## src/rtl/ar_m_arb_if.sv

```systemverilog
// ---------------------------------------------------------------------------
// ar_m_arb_if : bundle between the ar_m_arb arbiter, its 8 requesters, the
//               shared ar_m registered mux and the consumer of the read data.
//
// Signals
//   req[7:0]       requester -> arbiter   per-requester read request
//   ack            consumer  -> arbiter   accepts dout while dout_vld=1
//   a, b, c        arbiter   -> ar_m      mux select, a = MSB, c = LSB
//   q_in[W-1:0]    ar_m      -> arbiter   mux data output
//   gnt[7:0]       arbiter   -> requester one-hot grant, held per transaction
//   dout[W-1:0]    arbiter   -> consumer  captured mux data
//   dout_vld       arbiter   -> consumer  dout valid, held until ack
//   busy           arbiter   -> anyone    high outside IDLE
//   dbg_state[1:0] arbiter   -> debug     FSM state (0 IDLE, 1 SETTLE, 2 DONE)
//
// Handshake: dout is transferred on a rising clk edge where dout_vld=1 and
// ack=1. Once dout_vld rises, dout stays stable until that edge; ack sampled
// while dout_vld=0 has no effect.
//
// Modports
//   slave  : the arbiter side (drives select, grant, data and status)
//   master : the environment side (requesters, mux and consumer)
// ---------------------------------------------------------------------------
interface ar_m_arb_if #(
  parameter int WIDTH = 8
);
  logic [7:0]       req;
  logic             ack;
  logic             a;
  logic             b;
  logic             c;
  logic [WIDTH-1:0] q_in;
  logic [7:0]       gnt;
  logic [WIDTH-1:0] dout;
  logic             dout_vld;
  logic             busy;
  logic [1:0]       dbg_state;

  modport slave (
    input  req,
    input  ack,
    input  q_in,
    output a,
    output b,
    output c,
    output gnt,
    output dout,
    output dout_vld,
    output busy,
    output dbg_state
  );

  modport master (
    output req,
    output ack,
    output q_in,
    input  a,
    input  b,
    input  c,
    input  gnt,
    input  dout,
    input  dout_vld,
    input  busy,
    input  dbg_state
  );
endinterface

```

## src/rtl/ar_m_arb.sv

```systemverilog
// ---------------------------------------------------------------------------
// ar_m_arb : round-robin arbiter/sequencer sharing one 8-entry registered
//            array mux (ar_m) among 8 requesters.
//
// A request found in IDLE is granted to the first set req bit at or above the
// round-robin pointer (wrapping 7 -> 0). The mux select {a,b,c} is driven to
// the winner's index on the grant edge and then left untouched until the
// transaction ends, so the mux never sees a select glitch. After waiting
// MUX_LAT edges for the mux pipeline, q_in is captured into dout and offered
// with dout_vld; the transaction ends on the edge where ack is seen, and only
// then does the pointer move past the winner.
//
// Parameters
//   WIDTH    data width of q_in / dout (must match the interface WIDTH)
//   MUX_LAT  clk edges from a select change to valid q at the mux output,
//            legal 0..7 (0 = combinational mux)
//
// Ports
//   clk    system clock, rising edge
//   rst_n  asynchronous active-low reset; aborts any transaction silently
//   bus    ar_m_arb_if.slave: req, ack, q_in in; a, b, c, gnt, dout,
//          dout_vld, busy, dbg_state out (all outputs registered)
//
// Timing (MUX_LAT = L)
//   req sampled at edge E0 -> {a,b,c}, gnt, busy valid after E0
//                          -> dout, dout_vld valid after E0+L+1
//   ack sampled at edge Ea -> gnt=0, dout_vld=0, busy=0 after Ea
//   back-to-back repeat period with ack held high: L+3 cycles
// ---------------------------------------------------------------------------
module ar_m_arb #(
  parameter int WIDTH   = 8,
  parameter int MUX_LAT = 1
) (
  input  logic      clk,
  input  logic      rst_n,
  ar_m_arb_if.slave bus
);

  typedef enum logic [1:0] {
    S_IDLE   = 2'd0,
    S_SETTLE = 2'd1,
    S_DONE   = 2'd2
  } state_t;

  // Settle counter load value; a 3-bit counter covers the full 0..7 range.
  localparam logic [2:0] LAT_INIT = 3'(MUX_LAT);

  // -------------------------------------------------------------------------
  // State
  // -------------------------------------------------------------------------
  state_t           state_q, state_d;
  logic [2:0]       ptr_q,   ptr_d;    // round-robin search start
  logic [2:0]       sel_q,   sel_d;    // current winner == mux select
  logic [2:0]       cnt_q,   cnt_d;    // remaining settle edges
  logic [7:0]       gnt_q,   gnt_d;
  logic [WIDTH-1:0] dout_q,  dout_d;
  logic             vld_q,   vld_d;
  logic             busy_q,  busy_d;

  // -------------------------------------------------------------------------
  // Round-robin winner search
  // -------------------------------------------------------------------------
  // Scanning offsets from 7 down to 0 lets the last hit (the smallest offset
  // from ptr) win, which gives the "first set bit upward from ptr" rule
  // without needing an early loop exit. The 3-bit addition wraps 7 -> 0.
  logic [2:0] win_idx;
  logic       win_any;

  always_comb begin
    win_idx = ptr_q;
    for (int k = 7; k >= 0; k--) begin
      if (bus.req[ptr_q + 3'(k)]) begin
        win_idx = ptr_q + 3'(k);
      end
    end
  end

  assign win_any = |bus.req;

  // -------------------------------------------------------------------------
  // Next-state logic
  // -------------------------------------------------------------------------
  always_comb begin
    state_d = state_q;
    ptr_d   = ptr_q;
    sel_d   = sel_q;
    cnt_d   = cnt_q;
    gnt_d   = gnt_q;
    dout_d  = dout_q;
    vld_d   = vld_q;
    busy_d  = busy_q;

    unique case (state_q)
      S_IDLE: begin
        // req is looked at only here; a/b/c keep their last value while idle.
        if (win_any) begin
          sel_d   = win_idx;
          gnt_d   = 8'd1 << win_idx;
          cnt_d   = LAT_INIT;
          busy_d  = 1'b1;
          state_d = S_SETTLE;
        end
      end

      S_SETTLE: begin
        // The select changed on the grant edge; each decrement is one more
        // edge the mux has seen it. At zero the mux output is current.
        if (cnt_q != 3'd0) begin
          cnt_d = cnt_q - 3'd1;
        end else begin
          dout_d  = bus.q_in;
          vld_d   = 1'b1;
          state_d = S_DONE;
        end
      end

      S_DONE: begin
        // Everything visible is frozen until the consumer takes the data.
        // dout itself is left holding the last captured word.
        if (bus.ack) begin
          vld_d   = 1'b0;
          gnt_d   = 8'd0;
          busy_d  = 1'b0;
          ptr_d   = sel_q + 3'd1;
          state_d = S_IDLE;
        end
      end

      default: begin
        // Unused encoding: fall back to a quiet IDLE.
        gnt_d   = 8'd0;
        vld_d   = 1'b0;
        busy_d  = 1'b0;
        state_d = S_IDLE;
      end
    endcase
  end

  // -------------------------------------------------------------------------
  // Registers (FSM state and all outputs)
  // -------------------------------------------------------------------------
  always_ff @(posedge clk or negedge rst_n) begin
    if (!rst_n) begin
      state_q <= S_IDLE;
      ptr_q   <= 3'd0;
      sel_q   <= 3'd0;
      cnt_q   <= 3'd0;
      gnt_q   <= 8'd0;
      dout_q  <= '0;
      vld_q   <= 1'b0;
      busy_q  <= 1'b0;
    end else begin
      state_q <= state_d;
      ptr_q   <= ptr_d;
      sel_q   <= sel_d;
      cnt_q   <= cnt_d;
      gnt_q   <= gnt_d;
      dout_q  <= dout_d;
      vld_q   <= vld_d;
      busy_q  <= busy_d;
    end
  end

  // -------------------------------------------------------------------------
  // Outputs
  // -------------------------------------------------------------------------
  assign bus.a         = sel_q[2];
  assign bus.b         = sel_q[1];
  assign bus.c         = sel_q[0];
  assign bus.gnt       = gnt_q;
  assign bus.dout      = dout_q;
  assign bus.dout_vld  = vld_q;
  assign bus.busy      = busy_q;
  assign bus.dbg_state = state_q;

  // -------------------------------------------------------------------------
  // Invariants
  // -------------------------------------------------------------------------
  // At most one requester is ever granted.
  a_gnt_onehot : assert property (
    @(posedge clk) disable iff (!rst_n) $onehot0(gnt_q)
  );

  // Once a transaction is under way the mux select does not move.
  a_sel_stable : assert property (
    @(posedge clk) disable iff (!rst_n) (state_q != S_IDLE) |=> $stable(sel_q)
  );

  // dout_vld is exactly the DONE state.
  a_vld_done : assert property (
    @(posedge clk) disable iff (!rst_n) vld_q == (state_q == S_DONE)
  );

endmodule
```

## src/flat_wrapper.sv

```systemverilog
// flat-port wrapper written by rule: the top's interface ports become plain ports
module ar_m_arb_flat 
#(
  parameter int WIDTH   = 8,
  parameter int MUX_LAT = 1
)
  (clk, rst_n, bus_req, bus_ack, bus_q_in, bus_a, bus_b, bus_c, bus_gnt, bus_dout, bus_dout_vld, bus_busy, bus_dbg_state);
  ar_m_arb_if #(.WIDTH(WIDTH)) bus_i ();
  input  logic clk;
  input  logic rst_n;
  input wire logic [$bits(bus_i.req)-1:0] bus_req;
  input wire logic [$bits(bus_i.ack)-1:0] bus_ack;
  input wire logic [$bits(bus_i.q_in)-1:0] bus_q_in;
  output wire logic [$bits(bus_i.a)-1:0] bus_a;
  output wire logic [$bits(bus_i.b)-1:0] bus_b;
  output wire logic [$bits(bus_i.c)-1:0] bus_c;
  output wire logic [$bits(bus_i.gnt)-1:0] bus_gnt;
  output wire logic [$bits(bus_i.dout)-1:0] bus_dout;
  output wire logic [$bits(bus_i.dout_vld)-1:0] bus_dout_vld;
  output wire logic [$bits(bus_i.busy)-1:0] bus_busy;
  output wire logic [$bits(bus_i.dbg_state)-1:0] bus_dbg_state;
  assign bus_i.req = bus_req;
  assign bus_i.ack = bus_ack;
  assign bus_i.q_in = bus_q_in;
  assign bus_a = bus_i.a;
  assign bus_b = bus_i.b;
  assign bus_c = bus_i.c;
  assign bus_gnt = bus_i.gnt;
  assign bus_dout = bus_i.dout;
  assign bus_dout_vld = bus_i.dout_vld;
  assign bus_busy = bus_i.busy;
  assign bus_dbg_state = bus_i.dbg_state;
  ar_m_arb #(.WIDTH(WIDTH), .MUX_LAT(MUX_LAT)) u_core (.clk(clk), .rst_n(rst_n), .bus(bus_i));
endmodule
```

## config.mk

```make
export PLATFORM = sky130hd
export DESIGN_NAME = ar_m_arb_flat
export DESIGN_NICKNAME = d
export VERILOG_FILES = /design/src/rtl/ar_m_arb_if.sv /design/src/rtl/ar_m_arb.sv /design/src/flat_wrapper.sv
export SDC_FILE = /design/constraint.sdc
export NUM_CORES = 1
export LEC_CHECK = 0
export CAP_MARGIN = 40
export CORE_UTILIZATION = 35
export CTS_BUF_LIST = sky130_fd_sc_hd__clkbuf_4 sky130_fd_sc_hd__clkbuf_8
export DETAILED_ROUTE_END_ITERATION = 12
export SLEW_MARGIN = 25
export SYNTH_ARGS = -nofsm -noshare
export SYNTH_HDL_FRONTEND = slang
export SYNTH_SLANG_ARGS = --single-unit
```

## constraint.sdc

```tcl
create_clock -name clk -period 3.1 [get_ports clk]
set_input_delay 0.31 -clock clk [delete_from_list [all_inputs] [get_ports clk]]
set_output_delay 0.31 -clock clk [all_outputs]
set_load 0.02 [all_outputs]
```

# Yosys cells after proc, flatten, opt, wreduce, memory -nomap -nowiden

Cells that the tools add are included.

Register bits: 29
Input port bits: 19

Reduce and logical (&&, ||, !) cells: 11
Add/sub/neg operators: 9
Shift-type cells: 1
Order comparisons: 8
Bitwise gates (word level): 3
Equality and inequality tests: 6
Muxes and demuxes: 39

Operator list:

| kind                                                       | count |
|---|---|
| less-than comparator 3 x 4 -> 1 bit, second input constant | 8 |
| 2-to-1 mux 3 bit                                           | 10 |
| binary-select mux 1 bit (select 3 bit)                     | 8 |
| case mux 8 bit (3 select lines)                            | 1 |
| 2-to-1 mux 8 bit                                           | 2 |
| adder 3 bit, second input constant                         | 4 |
| AND reduction 3 bit                                        | 4 |
| 2-to-1 mux 1 bit                                           | 11 |
| OR reduction 8 bit                                         | 1 |
| left shift 1 x 3 -> 8 bit, first input constant            | 1 |
| adder 3 x 1 -> 3 bit, second input constant                | 2 |
| adder 3 x 2 -> 3 bit, second input constant                | 2 |
| 2-to-1 mux 2 bit                                           | 3 |
| case mux 1 bit (3 select lines)                            | 2 |
| case mux 2 bit (3 select lines)                            | 1 |
| case mux 3 bit (2 select lines)                            | 1 |
| AND reduction 2 bit                                        | 3 |
| inequality test 2 x 1 -> 1 bit, second input constant      | 2 |
| inequality test 2 bit, second input constant               | 2 |
| inverter 1 bit                                             | 3 |
| nonzero test 3 bit                                         | 1 |
| subtractor 3 x 1 -> 3 bit, second input constant           | 1 |
| == test 2 x 1 -> 1 bit, second input constant              | 1 |
| == test 2 bit, second input constant                       | 1 |
| 2 further kinds                                            | 2 |

# Longest topological paths before layout

Depth in word-level cells: 14
Mapped depth: 11
Depth with buffers taken out: 9

# Least setup slack after synthesis

OpenSTA, ideal clock, no wires.

Path kind: register -> register
From: reg u_core.ptr_q[1]
To: reg u_core.gnt_q[2], in the netlist u_core.bus.gnt[2]
Setup time: 122 ps
Data required time: 2978 ps
Path slack: -134 ps
Arrival: 3112 ps
Cell stages (with the launch flop): 12
Clock period less this slack: 3234 ps
Cell sequence: dfrtp_1 buf_6 clkinv_1 ha_1 buf_6 mux2_4 mux4_2 or3b_1 a211o_1 o2111ai_2 a21boi_2 a32o_1

Word-level cells in the longest chain between the ends: 14
Elaborated cells on any way between the ends: 34
Those cells by class: add/sub (7); shift (1); mux (26)

RTL lines:

| element                                | line                           | RTL |
|---|---|---|
| start: declaration                     | ar_m_arb.sv:52                 | `logic [2:0] ptr_q, ptr_d;` |
| start signal: assignment               | ar_m_arb.sv:154                | `ptr_q <= ptr_d;` |
| adder 3 bit                            | ar_m_arb.sv:72, ar_m_arb.sv:73 |  |
| binary-select mux 1 bit (select 3 bit) | ar_m_arb.sv:72                 | `if (bus.req[ptr_q + 3'(k)]) begin` |
| 2-to-1 mux 1 bit (not written as such) | ar_m_arb.sv:72                 |  |
| 2-to-1 mux 3 bit (7 in series)         | ar_m_arb.sv:72                 |  |
| 2-to-1 mux 3 bit (*)                   | ar_m_arb.sv:72                 |  |
| left shift 1 x 3 -> 8 bit (*)          | ar_m_arb.sv:98                 | `gnt_d = 8'd1 << win_idx;` |
| 2-to-1 mux 8 bit (*)                   | ar_m_arb.sv:96                 | `if (win_any) begin` |
| case mux 8 bit (3 select lines) (*)    | ar_m_arb.sv:93                 | `unique case (state_q)` |
| end signal: assignment                 | ar_m_arb.sv:157                | `gnt_q <= gnt_d;` |
| end: declaration                       | ar_m_arb.sv:55                 | `logic [7:0] gnt_q, gnt_d;` |

Mark *: on every way between the ends. The rest lies on a longest branch, timed or not. The select of a mux whose other input is x is not followed.
A chain may end at the register's enable or synchronous reset.

# Worst setup path after layout

From: reg u_core.ptr_q[1]
To: reg u_core.gnt_q[3], in the netlist u_core.bus.gnt[3]

The elaborated chain is that of the path after synthesis.

==> impl_summary.md <==
Routing
The first-pass detailed-route iteration total is 4. The detail route stage leaves a number of antenna-violating nets equal to 0. Using the TritonRoute via totals, the vias-per-cell ratio works out to 5.40.

In the routed design, unresolved DRC markers number 0. The total via count after detailed routing is roughly 1.8k. After the first detailed-routing iteration, the DRC count stood at 84. Dividing the detail-routed wire length by the instance count gives 14.8 um. The final wirelength is just under 5 mm.

Pwr
For this design the ratio of total power to cell area is 1270 mW/mm2. The internal portion of total power is between 1.5 and 2 mW. The share of total power dissipated in sequential elements is 0.186. The worst-case IR drop observed on VDD is 0.000539 V. The net switching share of the total power is 0.449.

The fraction of power consumed by combinational cells is 0.718. Summed over all nets, the switching power comes to 1.62 mW. The share of total power dissipated in the clock network is 0.097. The completed layout was analyzed and its total power is 3.60 mW. The static leakage is 1.16 nW.

STA
Setup violations remaining at the end of the flow were counted as 0. After routing, the total negative slack on setup checks comes to 0 ns. For this run, the top clock speed supported by timing is 0.344 GHz.

The post-layout minimum cycle time is 2.91 ns. The number of slew-limit violations in the final report is 0. At the pin with the least slew margin, the transition time is about 0.84 ns. Setup repair after global routing left no endpoint under its margin. Hold timing on the final database bottoms out at a slack of 0.244 ns. The worst-case clock skew is 0.00324 ns. Headroom to the max-slew limit came out at 0.436. The total count of hold-check failures in the final report is 0. Of the available clock period, the critical path in the final layout requires 0.939.

Final layout
The count of fill cells added during filler insertion is 569. In the final layout, the share of cells above drive strength 1 is 0.196. The count of antenna diodes in the layout is 0. At the end of the flow, the number of nets in the layout was 283. The multi-input combinational cells in the finished layout cover a total of 0.00136 mm2. The final non-filler cell total is about 340. The growth of design area from synthesis to finish is 30.4%.

In the final layout, flip-flops and latches occupy 727 um2.

Yosys
The share of the synthesized area in the top cell type is 0.334. The synthesized design contains 0 enable-type register cells. When the netlist entered floorplanning its net count stood at approximately 230.

The cell area that synthesis handed to floorplanning was 0.00217 mm2. The area fraction in compound gates after synthesis is 0.173. Synthesis handed over a netlist of 208 instances.

The count of state elements after synthesis is 29. By area, the combinational part of the netlist is dominated by multiplexers. The mean instance size in the synthesized netlist is 10.4 um2. The adder-cell share of the synthesized area is 0.0288. Of the post-synthesis cell area, the part taken by muxes is 0.278. Of the total synthesized cell area, the portion taken by XOR and XNOR cells is 0.0161. Of the synthesized area, sequential elements account for 0.334. Ranked by total cell area, the synthesized netlist is headed by dfrtp_1 (33%), mux4_2 (8.3%), mux2_2 (7.8%). The total of warnings raised by yosys is 0. The largest total area in the synthesized netlist belongs to dfrtp_1. The async set-or-reset flop fraction in the synthesized netlist is 1.00.

The distinct cell type count after synthesis is 48. The predominant post-synthesis flop cell is dfrtp_1. Of the total synthesized cell area, the portion taken by AND, OR, NAND and NOR gates is 0.126.

CTS
The hold-fix buffer count after cts is 0. TritonCTS created 5 clock buffers. In this run the number of H-tree levels came out at 2. The source-to-sink clock delay at the later pin of the worst-skew pair is between 0.2 and 0.3 ns. The clock edge transition at the registers on the reported setup and hold paths is around 0.060 ns.

The maximum buffer depth of the clock tree is 2. The count of cells resized by post-cts repair is 0. The clock tree from TritonCTS is built. The number of buffers inserted to repair setup after CTS is 0. The cell sitting at the root of the clock tree is a clkbuf_8. Clock tree synthesis found a total of 29 sinks.

Global route
After global routing the overflow that remains totals 0. Entering global routing, the biggest net connects 23 pins. The initial antenna violation count is 0. The first global-routing pass estimated 8.31 mm of wire. The via count of the first global-routing pass was 1660. Across every metal layer, demand over resource in global routing totals 0.168.

Flow run
Max-cap violations in this run came to 0.

Setup path
In this run the worst path has a maximum fanout of 12. In this design, the stage delay of the slowest critical-path cell is 0.46 ns. The worst setup path is launched from a flip-flop.

STA puts the critical path data required time at 3.27 ns. The data arrival time of the critical path is 3.08 ns. The highest-delay cell along the critical path is mux4_2. The critical path is of the flip-flop to flip-flop type. The critical path goes through clkinv_2, ha_4, mux2_2, mux4_2, or3b_1, a211o_1, o2111ai_2, a21boi_2, a32o_1. The kind of end point of the critical path is a flip-flop.

Place
The count of buffers added on input and output ports is 41. Summed over all nets, the half-perimeter wirelength after detailed placement is 3.77 mm. The post-placement cell count is around 330. The global placement routability congestion is 0.849.

Floorplan
The die footprint is 0.00652 mm2. The core region is 0.00596 mm2. The floorplan has 28 rows. The die is 80.8 um tall. The initial utilization of the core area, before any placement, comes to 0.365. In this run the horizontal extent of the chip is 80.8 um. The I/O pin count is 42.

Worst hold path
The path class of the tightest hold or removal check is primary input to asynchronous set/reset pin.

Outcome
The run finished with clean final reports.
placed cells by master, fill, tap and decap left out, types with 3 or more instances in the layout:
cell             count
mux4_2               8
ha_1                 4
o211ai_1             3
inv_1               10
nand2_1             21
mux2_2              15
a32o_1               4
clkbuf_8             7
o31ai_1              5
a21oi_1             11
nor2_1              11
mux2i_1             12
mux4_1               4
dfrtp_1             28
xnor2_1              3
a211oi_1             3
clkdlybuf4s50_1     41
a21o_1               4
buf_4               11
o21ai_0              9
nor2b_1              3
worst paths after layout:
kind / startpoint / endpoint / slack [ns] / cells after the start
setup / recovery: u_core.ptr_q[1]$_DFFE_PN0P_ / u_core.bus.gnt[3]$_DFFE_PN0P_ / 0.19 / 9
hold / removal: rst_n / u_core.bus.gnt[4]$_DFFE_PN0P_ / 0.24 / 1
setup reg to reg: u_core.ptr_q[1]$_DFFE_PN0P_ / u_core.bus.gnt[3]$_DFFE_PN0P_ / 0.19 / 9
hold reg to reg: u_core.cnt_q[0]$_DFFE_PN0P_ / u_core.cnt_q[0]$_DFFE_PN0P_ / 0.47 / 1
max in group asynchronous: rst_n / u_core.bus.dout[4]$_DFFE_PN0P_ / 2.24 / 3
min in group clk: u_core.cnt_q[0]$_DFFE_PN0P_ / u_core.cnt_q[0]$_DFFE_PN0P_ / 0.47 / 1
cells by family (layout without fill, tap and decap cells):
| group | Yosys count | count (layout) |
|---|---|---|
| flops | 29 | 29 |
| mux | 41 | 41 |
| xor+xnor | 4 | 4 |
| simple gates | 55 | 55 |
| compound gates | 54 | 54 |
| buf+inv | 20 | 72 |
| fa+ha+maj | 5 | 5 |
layout make-up:
type,count,share of cell area
inverter,11,0.0150
multi-input combinational,159,0.481
tap,75,0.0331
timing repair buffer,53,0.178
clock inverter,1,0.00177
sequential,29,0.257
clock buffer,7,0.0340
flip-flops by register name (all words and copies together), names as in the netlist:
name	cells
u_core.bus.dout	8
u_core.bus.gnt	8
u_core.cnt_q	3
u_core.ptr_q	3
u_core.sel_q	3
u_core.bus.dbg_state	2
u_core.bus.busy	1
u_core.bus.dout_vld	1
metal layers:
layer,part of all wire,GRT usage
met1,0.49,0.238
met2,0.47,0.255
met3,0.039,0.0337
met4,0.0028,0.0589
met5,0,0
worst max-delay path, delay by kind of cell (launching register included):
kind                     cells  cell delay, ns
flip-flops                   1            0.37
buffers and inverters        1            0.07
AND/OR/NAND/NOR              1            0.36
adder cells (fa/ha/maj)      1            0.36
AO/OA/AOI/OAI                4            0.81
multiplexers                 2            0.83
synth_stat cells (4+ instances only):
master,number
a21oi_1,11
inv_1,10
a21o_1,4
mux2_2,15
o21ai_0,9
ha_1,5
buf_2,4
nor2_1,11
dfrtp_1,29
o31ai_1,5
a32o_1,4
nand2_1,21
mux4_1,4
mux2i_1,12
mux4_2,8
power by group through the flow:
stage	Combinational, mW	Clock (mW)	Sequential [mW]
2_1_floorplan	1.68	0	0.831
3_3_place_gp	2.58	0	0.677
3_5_place_dp	2.59	0	0.678
4_1_cts	2.60	0.359	0.674
5_1_grt	2.82	0.377	0.700
6_report	2.59	0.349	0.668
through the flow:
step	worst slack (ns)	utilization	area, um2
2_1_floorplan	0.0468	-	2190
3_3_place_gp	0.194	0.457	2720
3_5_place_dp	0.155	0.459	2730
4_1_cts	0.179	0.476	2830
5_1_grt	0.0517	0.476	2830
6_report	0.191	0.476	2830
Power figures use the tool's default switching activity.
